<file path="config.mk">
export PLATFORM = sky130hd
export DESIGN_NAME = elevator_request_scheduler
export DESIGN_NICKNAME = d
export VERILOG_FILES = /design/src/rtl/elevator_pkg.sv /design/src/rtl/elevator_floor_search.sv /design/src/rtl/elevator_request_scheduler.sv
export SDC_FILE = /design/constraint.sdc
export NUM_CORES = 1
export LEC_CHECK = 0
export ABC_AREA = 1
export ABC_CLOCK_PERIOD_IN_PS = 3000
export CAP_MARGIN = 10
export CORE_ASPECT_RATIO = 0.75
export CORE_UTILIZATION = 55
export CTS_CLUSTER_DIAMETER = 120
export DETAILED_ROUTE_END_ITERATION = 10
export PLACE_DENSITY = 0.81
export REMOVE_ABC_BUFFERS = 1
export SYNTH_ARGS = -nofsm -noshare
export SYNTH_HDL_FRONTEND = slang
export SYNTH_SLANG_ARGS = --single-unit
</file>
<file path="constraint.sdc">
create_clock -name clk -period 3 [get_ports clk]
set_input_delay 0.6 -clock clk [delete_from_list [all_inputs] [get_ports clk]]
set_output_delay 0.6 -clock clk [all_outputs]
set_load 0.05 [all_outputs]
</file>
<file path="src/rtl/elevator_pkg.sv">
// elevator_pkg: shared widths, scan-state enum and floor one-hot helper for the elevator scheduler.
// The DWELL state exists only when ELEVATOR_DOOR_HOLD_EN is defined.
package elevator_pkg;

    localparam int FLOOR_W    = 4;
    localparam int MAX_FLOORS = 16;

`ifdef ELEVATOR_DOOR_HOLD_EN
    typedef enum logic [1:0] {ST_IDLE, ST_UP, ST_DOWN, ST_DWELL} state_e;
`else
    typedef enum logic [1:0] {ST_IDLE, ST_UP, ST_DOWN} state_e;
`endif

    function automatic logic [MAX_FLOORS-1:0] floor_bit(input logic [FLOOR_W-1:0] f);
        return MAX_FLOORS'(1) << f;
    endfunction

endpackage

</file>
<file path="src/rtl/elevator_floor_search.sv">
// elevator_floor_search: combinational nearest pending floor at-or-above and at-or-below a reference floor,
// plus a flag for any pending floor strictly above it.
module elevator_floor_search
    import elevator_pkg::*;
(
    input  logic [MAX_FLOORS-1:0] pending_i,
    input  logic [FLOOR_W-1:0]    floor_i,
    output logic [FLOOR_W-1:0]    above_o,
    output logic [FLOOR_W-1:0]    below_o,
    output logic                  above_found_o,
    output logic                  below_found_o,
    output logic                  strict_above_o
);

    always_comb begin
        above_o        = '0;
        below_o        = '0;
        above_found_o  = 1'b0;
        below_found_o  = 1'b0;
        strict_above_o = 1'b0;
        // Scanning downward leaves the lowest qualifying floor as the final assignment.
        for (int i = MAX_FLOORS - 1; i >= 0; i--) begin
            if (pending_i[i] && FLOOR_W'(i) >= floor_i) begin
                above_o       = FLOOR_W'(i);
                above_found_o = 1'b1;
            end
        end
        for (int i = 0; i < MAX_FLOORS; i++) begin
            if (pending_i[i] && FLOOR_W'(i) <= floor_i) begin
                below_o       = FLOOR_W'(i);
                below_found_o = 1'b1;
            end
            if (pending_i[i] && FLOOR_W'(i) > floor_i)
                strict_above_o = 1'b1;
        end
    end

endmodule

</file>
<file path="src/rtl/elevator_request_scheduler.sv">
// elevator_request_scheduler: SCAN-style call bitmap and target selection for a single car.
// Define ELEVATOR_DOOR_HOLD_EN to add a DWELL state holding the door for DWELL_CYCLES after arrival.
module elevator_request_scheduler
    import elevator_pkg::*;
#(
    parameter int NUM_FLOORS   = 16,
    parameter int DWELL_CYCLES = 4
) (
    input  logic                  clk,
    input  logic                  rst_n,
    input  logic                  call_valid,
    input  logic [FLOOR_W-1:0]    call_floor,
    output logic                  call_accept,
    input  logic [FLOOR_W-1:0]    currentFloor,
    output logic [FLOOR_W-1:0]    requestFloor,
    output logic [MAX_FLOORS-1:0] pending,
    output logic                  dir_up,
    output logic                  idle
);

    localparam logic [MAX_FLOORS-1:0] FLOOR_MASK = MAX_FLOORS'((17'd1 << NUM_FLOORS) - 17'd1);

    state_e                  state_q, state_d;
    logic [MAX_FLOORS-1:0]   pending_q, pending_d;
    logic [FLOOR_W-1:0]      req_q, req_d;
    logic                    dir_q, dir_d;
    logic                    arrive;
    logic [MAX_FLOORS-1:0]   set_mask, clr_mask, eff;
    logic [FLOOR_W-1:0]      above_floor, below_floor;
    logic                    above_found, below_found, any_above;

`ifdef ELEVATOR_DOOR_HOLD_EN
    localparam int CNT_W = (DWELL_CYCLES > 1) ? $clog2(DWELL_CYCLES) : 1;
    logic [CNT_W-1:0] cnt_q, cnt_d;
`endif

    assign call_accept = call_valid && ({1'b0, call_floor} < 5'(NUM_FLOORS));
    assign arrive      = (currentFloor == req_q) && pending_q[currentFloor];
    assign set_mask    = call_accept ? floor_bit(call_floor) : '0;
    assign clr_mask    = arrive ? floor_bit(currentFloor) : '0;
    // Decisions use the bitmap with the served floor already removed, so an arrival steers straight on.
    assign eff         = pending_q & ~clr_mask;
    assign pending_d   = (pending_q | set_mask) & ~clr_mask & FLOOR_MASK;

    elevator_floor_search u_search (
        .pending_i      (eff),
        .floor_i        (currentFloor),
        .above_o        (above_floor),
        .below_o        (below_floor),
        .above_found_o  (above_found),
        .below_found_o  (below_found),
        .strict_above_o (any_above)
    );

    always_comb begin
        state_d = state_q;
`ifdef ELEVATOR_DOOR_HOLD_EN
        cnt_d = '0;
`endif
        case (state_q)
            ST_IDLE: state_d = (eff == '0) ? ST_IDLE : any_above ? ST_UP : ST_DOWN;
            ST_UP:   state_d = (eff == '0) ? ST_IDLE : above_found ? ST_UP : ST_DOWN;
            ST_DOWN: state_d = (eff == '0) ? ST_IDLE : below_found ? ST_DOWN : ST_UP;
`ifdef ELEVATOR_DOOR_HOLD_EN
            ST_DWELL: begin
                if (cnt_q != CNT_W'(DWELL_CYCLES - 1)) begin
                    state_d = ST_DWELL;
                    cnt_d   = cnt_q + 1'b1;
                end else begin
                    state_d = (eff == '0) ? ST_IDLE :
                              dir_q ? (above_found ? ST_UP : ST_DOWN) : (below_found ? ST_DOWN : ST_UP);
                end
            end
`endif
            default: state_d = ST_IDLE;
        endcase
`ifdef ELEVATOR_DOOR_HOLD_EN
        if (arrive && (state_q == ST_UP || state_q == ST_DOWN)) begin
            state_d = ST_DWELL;
            cnt_d   = '0;
        end
`endif
        // The target follows the state being entered, giving a two-edge call-to-target latency.
        req_d = (state_d == ST_UP) ? above_floor : (state_d == ST_DOWN) ? below_floor : currentFloor;
        dir_d = (state_d == ST_UP) ? 1'b1 : (state_d == ST_DOWN) ? 1'b0 : dir_q;
    end

    always_ff @(posedge clk or negedge rst_n) begin
        if (!rst_n) begin
            state_q   <= ST_IDLE;
            pending_q <= '0;
            req_q     <= '0;
            dir_q     <= 1'b1;
`ifdef ELEVATOR_DOOR_HOLD_EN
            cnt_q     <= '0;
`endif
        end else begin
            state_q   <= state_d;
            pending_q <= pending_d;
            req_q     <= req_d;
            dir_q     <= dir_d;
`ifdef ELEVATOR_DOOR_HOLD_EN
            cnt_q     <= cnt_d;
`endif
        end
    end

    assign requestFloor = req_q;
    assign pending      = pending_q;
    assign dir_up       = dir_q;
    assign idle         = (state_q == ST_IDLE);

endmodule

</file>
==> results of run 1 <==
synth_stat cells, types with 2 or more instances:
| cell | count |
|---|---|
| or2_2 | 2 |
| nand3_2 | 6 |
| dfrtp_1 | 22 |
| buf_6 | 4 |
| nor3_1 | 4 |
| nand2_2 | 9 |
| nand2_1 | 142 |
| o211ai_1 | 3 |
| nand4_1 | 6 |
| nor4_1 | 3 |
| nor2_2 | 2 |
| buf_2 | 3 |
| nand3_1 | 26 |
| o21ai_0 | 24 |
| nand4_2 | 3 |
| or2_1 | 3 |
| inv_2 | 11 |
| ha_1 | 2 |
| xor2_1 | 2 |
| o22ai_1 | 4 |
| nor2_4 | 2 |
| a31oi_1 | 3 |
| a21oi_1 | 4 |
| nor2_1 | 42 |
| inv_1 | 50 |
metrics by stage:
| stage | cells | hold WS (ns) |
|---|---|---|
| after CTS | 587 | 0.530 |
| after floorplan | 388 | 0.304 |
| after global placement | 567 | 0.473 |
| after detailed placement | 567 | 0.517 |
cell families after synthesis:
family | after synthesis | share of synthesized area, %
xor gates and xnor gates | 2 | 0.744
and+or+nand+nor | 254 | 49.1
AOI/OAI and AO/OA | 44 | 11.5
buffers and inverters | 71 | 13.0
DFF | 23 | 24.5
adders and majority gates | 2 | 1.06
timing repair:
action,in CTS
gates cloned,2
resized for setup,98
endpoints found under the setup margin,7
buffers inserted,14
pin swaps,42
==> metrics, run 1 <==
# hold bufs at CTS 0; Area after DPL 3370 um^2; Worst EP post-GRT repair requestFloor[1]$_DFF_PN0_/D; Rows 20; PortBufs 33; I/O Pins 34; die outline height about 59 um; Tool Error [ERROR DPL-0038] Utilization greater than 100%, impossible to legalize; Root Buffer clkbuf_8; CTS sink count 23; area leader, netlist dfrtp_1; Die X between 70 and 80 um; Avg Synthesized Cell Area slightly below 6 um^2; Synth Flop Type dfrtp_1; worst slack at placement -1.19 ns; synthesized area ~2400 um^2; Fail Step global routing; Syn. warnings 0; cts bufs inserted 3; Synth top area share between 20% and 30%; RD Place Congestion ~0.98; register area share after synthesis 24.5%; status aborted with a tool error; ranking of synthesized cells by area dfrtp_1, nand2_1, inv_1, nor2_1, nand3_1; Worst-path end type register input; Cell variety after synth 39; EDFF count, synth 0; Mapped Cells about 400; Longest Clk Path Bufs 2; largest net degree at the start of global routing 24; H-Tree Depth 1; Yosys reg bits 23; post-DP HPWL just over 7000 um; asr flop ratio synth 100%; Initial Utilization between 50 and 60%
==> run 2, diff against run 1 <==
--- a/config.mk
+++ b/config.mk
@@ -8,11 +8,9 @@
 export ABC_AREA = 1
 export ABC_CLOCK_PERIOD_IN_PS = 3000
 export CAP_MARGIN = 10
-export CORE_ASPECT_RATIO = 0.75
-export CORE_UTILIZATION = 55
-export CTS_CLUSTER_DIAMETER = 120
+export CORE_UTILIZATION = 40
 export DETAILED_ROUTE_END_ITERATION = 10
-export PLACE_DENSITY = 0.81
+export PLACE_DENSITY_LB_ADDON = 0.15
 export REMOVE_ABC_BUFFERS = 1
 export SYNTH_ARGS = -nofsm -noshare
 export SYNTH_HDL_FRONTEND = slang
==> run 2 against run 1 <==
- synthesized cell count stayed put
- the flow now finishes, with violations (negative setup slack)
- area after synthesis stayed put
==> metrics, run 2 <==
fillers 485; R2R depth 20; required time of the worst setup path between 3 and 4 ns; Iteration-0 DRC Markers between 200 and 250; CP endpoint kind register; Worst R2R Start requestFloor[0]$_DFF_PN0_; DR vias/cell roughly 5.2; Leak Pwr 2.08 nW; multi-input logic area roughly 1800 um^2; Area Growth Syn to Fin 71.7%; failing checks negative setup slack; Yosys reg bits 23; Storage cell area between 500 and 600 um^2; drc violations 0; area leader, netlist dfrtp_1; Synth Flop Type dfrtp_1; first drt pass iteration count 5; Worst R2R Setup Slack -0.11 ns; fin crit share 106%; Syn. warnings 0; Critical Path AT ~3.4 ns; I/O Pins 34; pwr/cell area approximately 570 nW/um^2; vias in the first global route around 3000; endpoints failing setup 4; fin. max-slew vios 0; initial antenna violation count 0; Critical path origin currentFloor[0]; worst slack at placement -0.960 ns; hold path startpoint dir_up$_DFFE_PN1P_; post-DP HPWL approximately 7000 um; fin nets between 500 and 600; routed via count roughly 3200; max-cap violation count 0; GRT Resource Usage Total a little under a third; layout cells sized above 1 42.6%; largest net degree at the start of global routing 24; PortBufs 33; CTS tree built; Mapped Cells ~400; Final Worst Setup Slack -0.188 ns; Cell variety after synth 39; crit path to requestFloor[3]$_DFF_PN0_; cts bufs inserted 3; clock latency at the later pin of the worst-skew pair between 0.2 and 0.3 ns; peak supply drop between 0.3 and 0.4 mV; clock slew at reported path FFs 0.11 ns; synthesized area 2350 um^2; CTS sink count 23; Worst R2R End requestFloor[3]$_DFF_PN0_; most frequent cells in the layout nand2_1, buf_4, inv_1; fmax around 310 MHz; Max-slew headroom about 65%; Core ar. ~5600 um^2; Rows 27; detailed-route wire length a little under 10000 um; most frequent cell after synthesis nand2_1; Final Total Pwr 0.00232 W; clk_skew between 0.006 and 0.007 ns; register area share after synthesis about 24%; grt ovf 0; worst-path fanout max 5; diode count 0; Hold Path Class register to register; EDFF count, synth 0; crit path launch type primary input; Longest Clk Path Bufs 2; slew at the pin closest to its max-slew limit just over 0.5 ns; Final ANT Viol Nets 0; list of most frequent post-synthesis cells nand2_1, inv_1, nor2_1; most common cell after layout, fill and taps aside nand2_1; CP Class primary input to register; Initial Utilization 42.2%; RSZ-0062 raised after global routing yes; max reg flops 16; die area 6200 um^2; Die X about 80 um; Synth top area share 23.4%; RD Place Congestion around 1.0; die outline height roughly 79 um; WL/cell 16.0 um; ranking of synthesized cells by area dfrtp_1, nand2_1, inv_1, nor2_1, nand3_1; H-Tree Depth 1; wire length of the first global-routing pass 14400 um; Root Buffer clkbuf_8; asr flop ratio synth 100%; Final Hold Violating Endpoints 0; Final Critical Period roughly 3.2 ns; status finished, violations left; Avg Synthesized Cell Area 5.95 um^2
## run 2: cell counts after synthesis
Identical to the previous run, type by type.
## run 2: timing repair
item / 4_1_cts / 5_1_grt
resized for setup: 53 / 67
gates cloned: 1 / 0
setup buffers: 20 / 4
hold buffers: 0 / 0
pin swaps: 21 / 39
setup endpoints to repair: 5 / 5
## run 2: final cells by class
type	count	area share [%]
multi-input cells	302	43.9
clock buffers	3	1.02
repair buffers	157	32.2
clock inverters	1	0.124
well taps	72	2.23
flip-flops and latches	23	14.3
inverters	63	6.22
## run 2: cells by family after synthesis
| logic type | count (synthesis) | share of synthesized area, % |
|---|---|---|
| and+or+nand+nor | 254 | 49.1 |
| DFF | 23 | 24.5 |
| buffers and inverters | 71 | 13.0 |
| adders and majority gates | 2 | 1.06 |
| AOI/OAI and AO/OA | 44 | 11.5 |
| xor gates and xnor gates | 2 | 0.744 |
## run 2: layer usage
layer	vias to the layer above	part of all wire, %	GRT usage (%)
met1	1522	42	38.3
met2	126	49	53.0
met5	-	0	0
li1	1560	-	-
met4	0	3.9	11.7
met3	36	5.2	4.14
## run 2: worst min-delay path by stage
stage                                       to  slack (ns)  cells after the start
after CTS                   dir_up$_DFFE_PN1P_        0.49                      2
after floorplan           pending[0]$_DFF_PN0_        0.30                      0
after global placement      dir_up$_DFFE_PN1P_        0.47                      2
after detailed placement    dir_up$_DFFE_PN1P_        0.48                      2
after global routing        dir_up$_DFFE_PN1P_        0.51                      2
final                       dir_up$_DFFE_PN1P_        0.49                      2
## run 2: worst max-delay path, cell delays in order
cell	delay, ns
buf_12	0.11
buf_8	0.13
xor2_2	0.14
nor3_2	0.26
o21a_4	0.22
buf_6	0.13
nand4_1	0.12
nand2_2	0.12
inv_2	0.06
nand2_4	0.07
nand2_4	0.06
nor2_4	0.12
nand2_2	0.09
nor2_4	0.14
nand4_4	0.10
a31oi_4	0.25
inv_2	0.07
ha_4	0.17
buf_6	0.12
a21oi_2	0.09
o21ai_1	0.11
o21ai_2	0.08
## run 2: per-stage QoR
step | cells | area [um^2] | hold WS [ns] | utilization (%) | setup TNS (ns)
6_report | 621 | 4040 | 0.486 | 72.5 | -0.630
5_1_grt | 621 | 4040 | 0.510 | 72.5 | -1.20
4_1_cts | 617 | 3760 | 0.495 | 67.5 | -0.474
3_5_place_dp | 592 | 3450 | 0.479 | 61.9 | -4.77
3_3_place_gp | 592 | 3450 | 0.471 | 61.9 | -4.59
2_1_floorplan | 388 | 2290 | 0.304 | - | -0.329
## run 2: report_power, final
part,switching (W),internal [W]
combinational,0.000987,0.000651
sequential,0.0000628,0.000398
clock,0.000129,0.0000934
Power figures use the tool's default switching activity.
==> run 3, diff against run 2 <==
--- a/config.mk
+++ b/config.mk
@@ -12,6 +12,7 @@
 export DETAILED_ROUTE_END_ITERATION = 10
 export PLACE_DENSITY_LB_ADDON = 0.15
 export REMOVE_ABC_BUFFERS = 1
+export SKIP_CTS_REPAIR_TIMING = 1
 export SYNTH_ARGS = -nofsm -noshare
 export SYNTH_HDL_FRONTEND = slang
 export SYNTH_SLANG_ARGS = --single-unit
==> run 3 against run 2 <==
- the run still ends with negative setup slack left
- first-iteration DRC count shrank 18%
- die area is the same
- design area shrank 6.5%
- critical path depth shrank 2
- global-route usage shrank 2.0 points
- combinational power shrank 8%
- wire length shrank 9.0%
- clock-buffer cell count is the same
- fmax grew 0.62%
- via count shrank 5.9%
- sequential power is essentially flat
- largest power group unchanged
- highest routed layer unchanged
==> metrics, run 3 (synthesis results as in run 2) <==
status finished, violations left; failing checks negative setup slack; max reg flops 16; cts bufs inserted 3; Worst R2R Start requestFloor[3]$_DFF_PN0_; clock slew at reported path FFs approximately 0.10 ns; M3 GR Usage under 10%; slew at the pin closest to its max-slew limit around 0.52 ns; clock latency at the later pin of the worst-skew pair 0.28 ns; fmax between 300 and 400 MHz; GRT met1 Usage 37.1%; RD Place Congestion slightly above 1; grt ovf 0; post-DP HPWL around 7000 um; crit path launch type primary input; fillers 522; wire length of the first global-routing pass approximately 13000 um; Final Hold Violating Endpoints 0; Area Growth Syn to Fin 60.5%; Critical path origin currentFloor[2]; CTS sink count 23; met2 usage between 50% and 60%; fin nets 548; routed via count 3053; Hold Slack 0.474 ns; die area just over 6000 um^2; multi-input logic area about 1700 um^2; GRT busiest layer met2; DR vias/cell 5.04; first drt pass iteration count 5; CP endpoint kind register; pwr/cell area ~580 nW/um^2; Comb power frac 69.0%; layout cells sized above 1 37.6%; Final Worst Setup Slack -0.168 ns; peak supply drop between 0.3 and 0.4 mV; CTS tree built; Crit-path slowest cell or2_2; register share of total power 21.0%; CP Class primary input to register; GRT Resource Usage Total 28.6%; max-cap violation count 0; Max-slew headroom about 65%; Root Buffer clkbuf_8; sw frac 50.5%; Rows 27; Hold Path Class register to register; clk_skew roughly 0.0028 ns; H-Tree Depth 1; Psw between 0.001 and 0.0015 W; slowest stage delay, CP roughly 0.32 ns; I/O Pins 34; fin. max-slew vios 0; Storage cell area roughly 580 um^2; Final Total Pwr approximately 0.0022 W; Post-Route Utilization around 68%; Final ANT Viol Nets 0; Longest Clk Path Bufs 2; worst-path fanout max 5; die outline height about 79 um; PortBufs 33; Critical Path AT ~3.4 ns; Power Internal around 0.0011 W; required time of the worst setup path about 3.2 ns; drc violations 0; vias in the first global route ~2800; Leak Pwr 1.97 nW; most common cell after layout, fill and taps aside nand2_1; detailed-route wire length around 9000 um; endpoints failing setup 4; Core ar. 5570 um^2; most frequent cells in the layout nand2_1, buf_4, inv_1; initial antenna violation count 0; Initial Utilization around 42%; Cell Chain, Critical Path buf_8 > inv_4 > or2_1 > nand4_1 > nor3_2 > o21a_4 > buf_6 > nand4_1 > nand2_2 > or2_4 > nand2_1 > nor2_1 > nand2_2 > o211ai_2 > a31oi_4 > inv_2 > ha_2 > nand2_1 > or2_2 > o21ai_1; Clk pwr share 10.1%; WL/cell ~15 um; Iteration-0 DRC Markers between 150 and 200; Final Critical Period around 3.2 ns; RSZ-0062 raised after global routing yes; diode count 0; Die X a little under 80 um; hold path startpoint dir_up$_DFFE_PN1P_; largest net degree at the start of global routing 24; fin crit share 106%
run 3: per-layer routing:
metal	part of all wire, %	vias up
met2	49	99
met4	2.2	0
met5	0	-
li1	-	1532
met1	44	1404
met3	4.8	18
run 3: critical path, delay by kind of cell:
family                   cells  cell delay [ns]
AO/OA/AOI/OAI                4             0.71
AND/OR/NAND/NOR             11             1.56
adder cells (fa/ha/maj)      1             0.16
buffers and inverters        4             0.35
run 3: layout make-up:
class,instances,area share [%]
repair inverters,1,0.166
flip-flops and latches,23,15.3
repair buffers,141,30.5
clock inverters,1,0.132
multi-input cells,302,43.9
well taps,72,2.38
inverters,63,6.59
clock buffers,3,1.09
run 3: worst paths after layout:
path | endpoint | slack [ns] | cells past startpoint
setup / recovery | requestFloor[3]$_DFF_PN0_ | -0.17 | 20
hold / removal | dir_up$_DFFE_PN1P_ | 0.47 | 2
setup reg to reg | requestFloor[3]$_DFF_PN0_ | -0.09 | 19
hold reg to reg | dir_up$_DFFE_PN1P_ | 0.47 | 2
max in group asynchronous | dir_up$_DFFE_PN1P_ | 2.04 | 2
min in group asynchronous | pending[10]$_DFF_PN0_ | 0.66 | 2
run 3: power groups by stage:
stage / clock, W / sequential (W) / combinational (W)
3_5_place_dp: 0 / 0.000460 / 0.00139
5_1_grt: 0.000236 / 0.000468 / 0.00162
2_1_floorplan: 0 / 0.000773 / 0.000474
6_report: 0.000220 / 0.000459 / 0.00151
4_1_cts: 0.000223 / 0.000454 / 0.00139
3_3_place_gp: 0 / 0.000460 / 0.00138
run 3: per-stage QoR:
step,cell area (um^2),instances,worst slack [ns],TNS [ns]
after detailed placement,3450,592,-0.960,-4.77
after floorplan,2290,388,-0.118,-0.329
after global placement,3450,592,-0.931,-4.59
after global routing,3780,606,-0.280,-1.18
after CTS,3500,596,-0.684,-2.93
final,3780,606,-0.168,-0.609
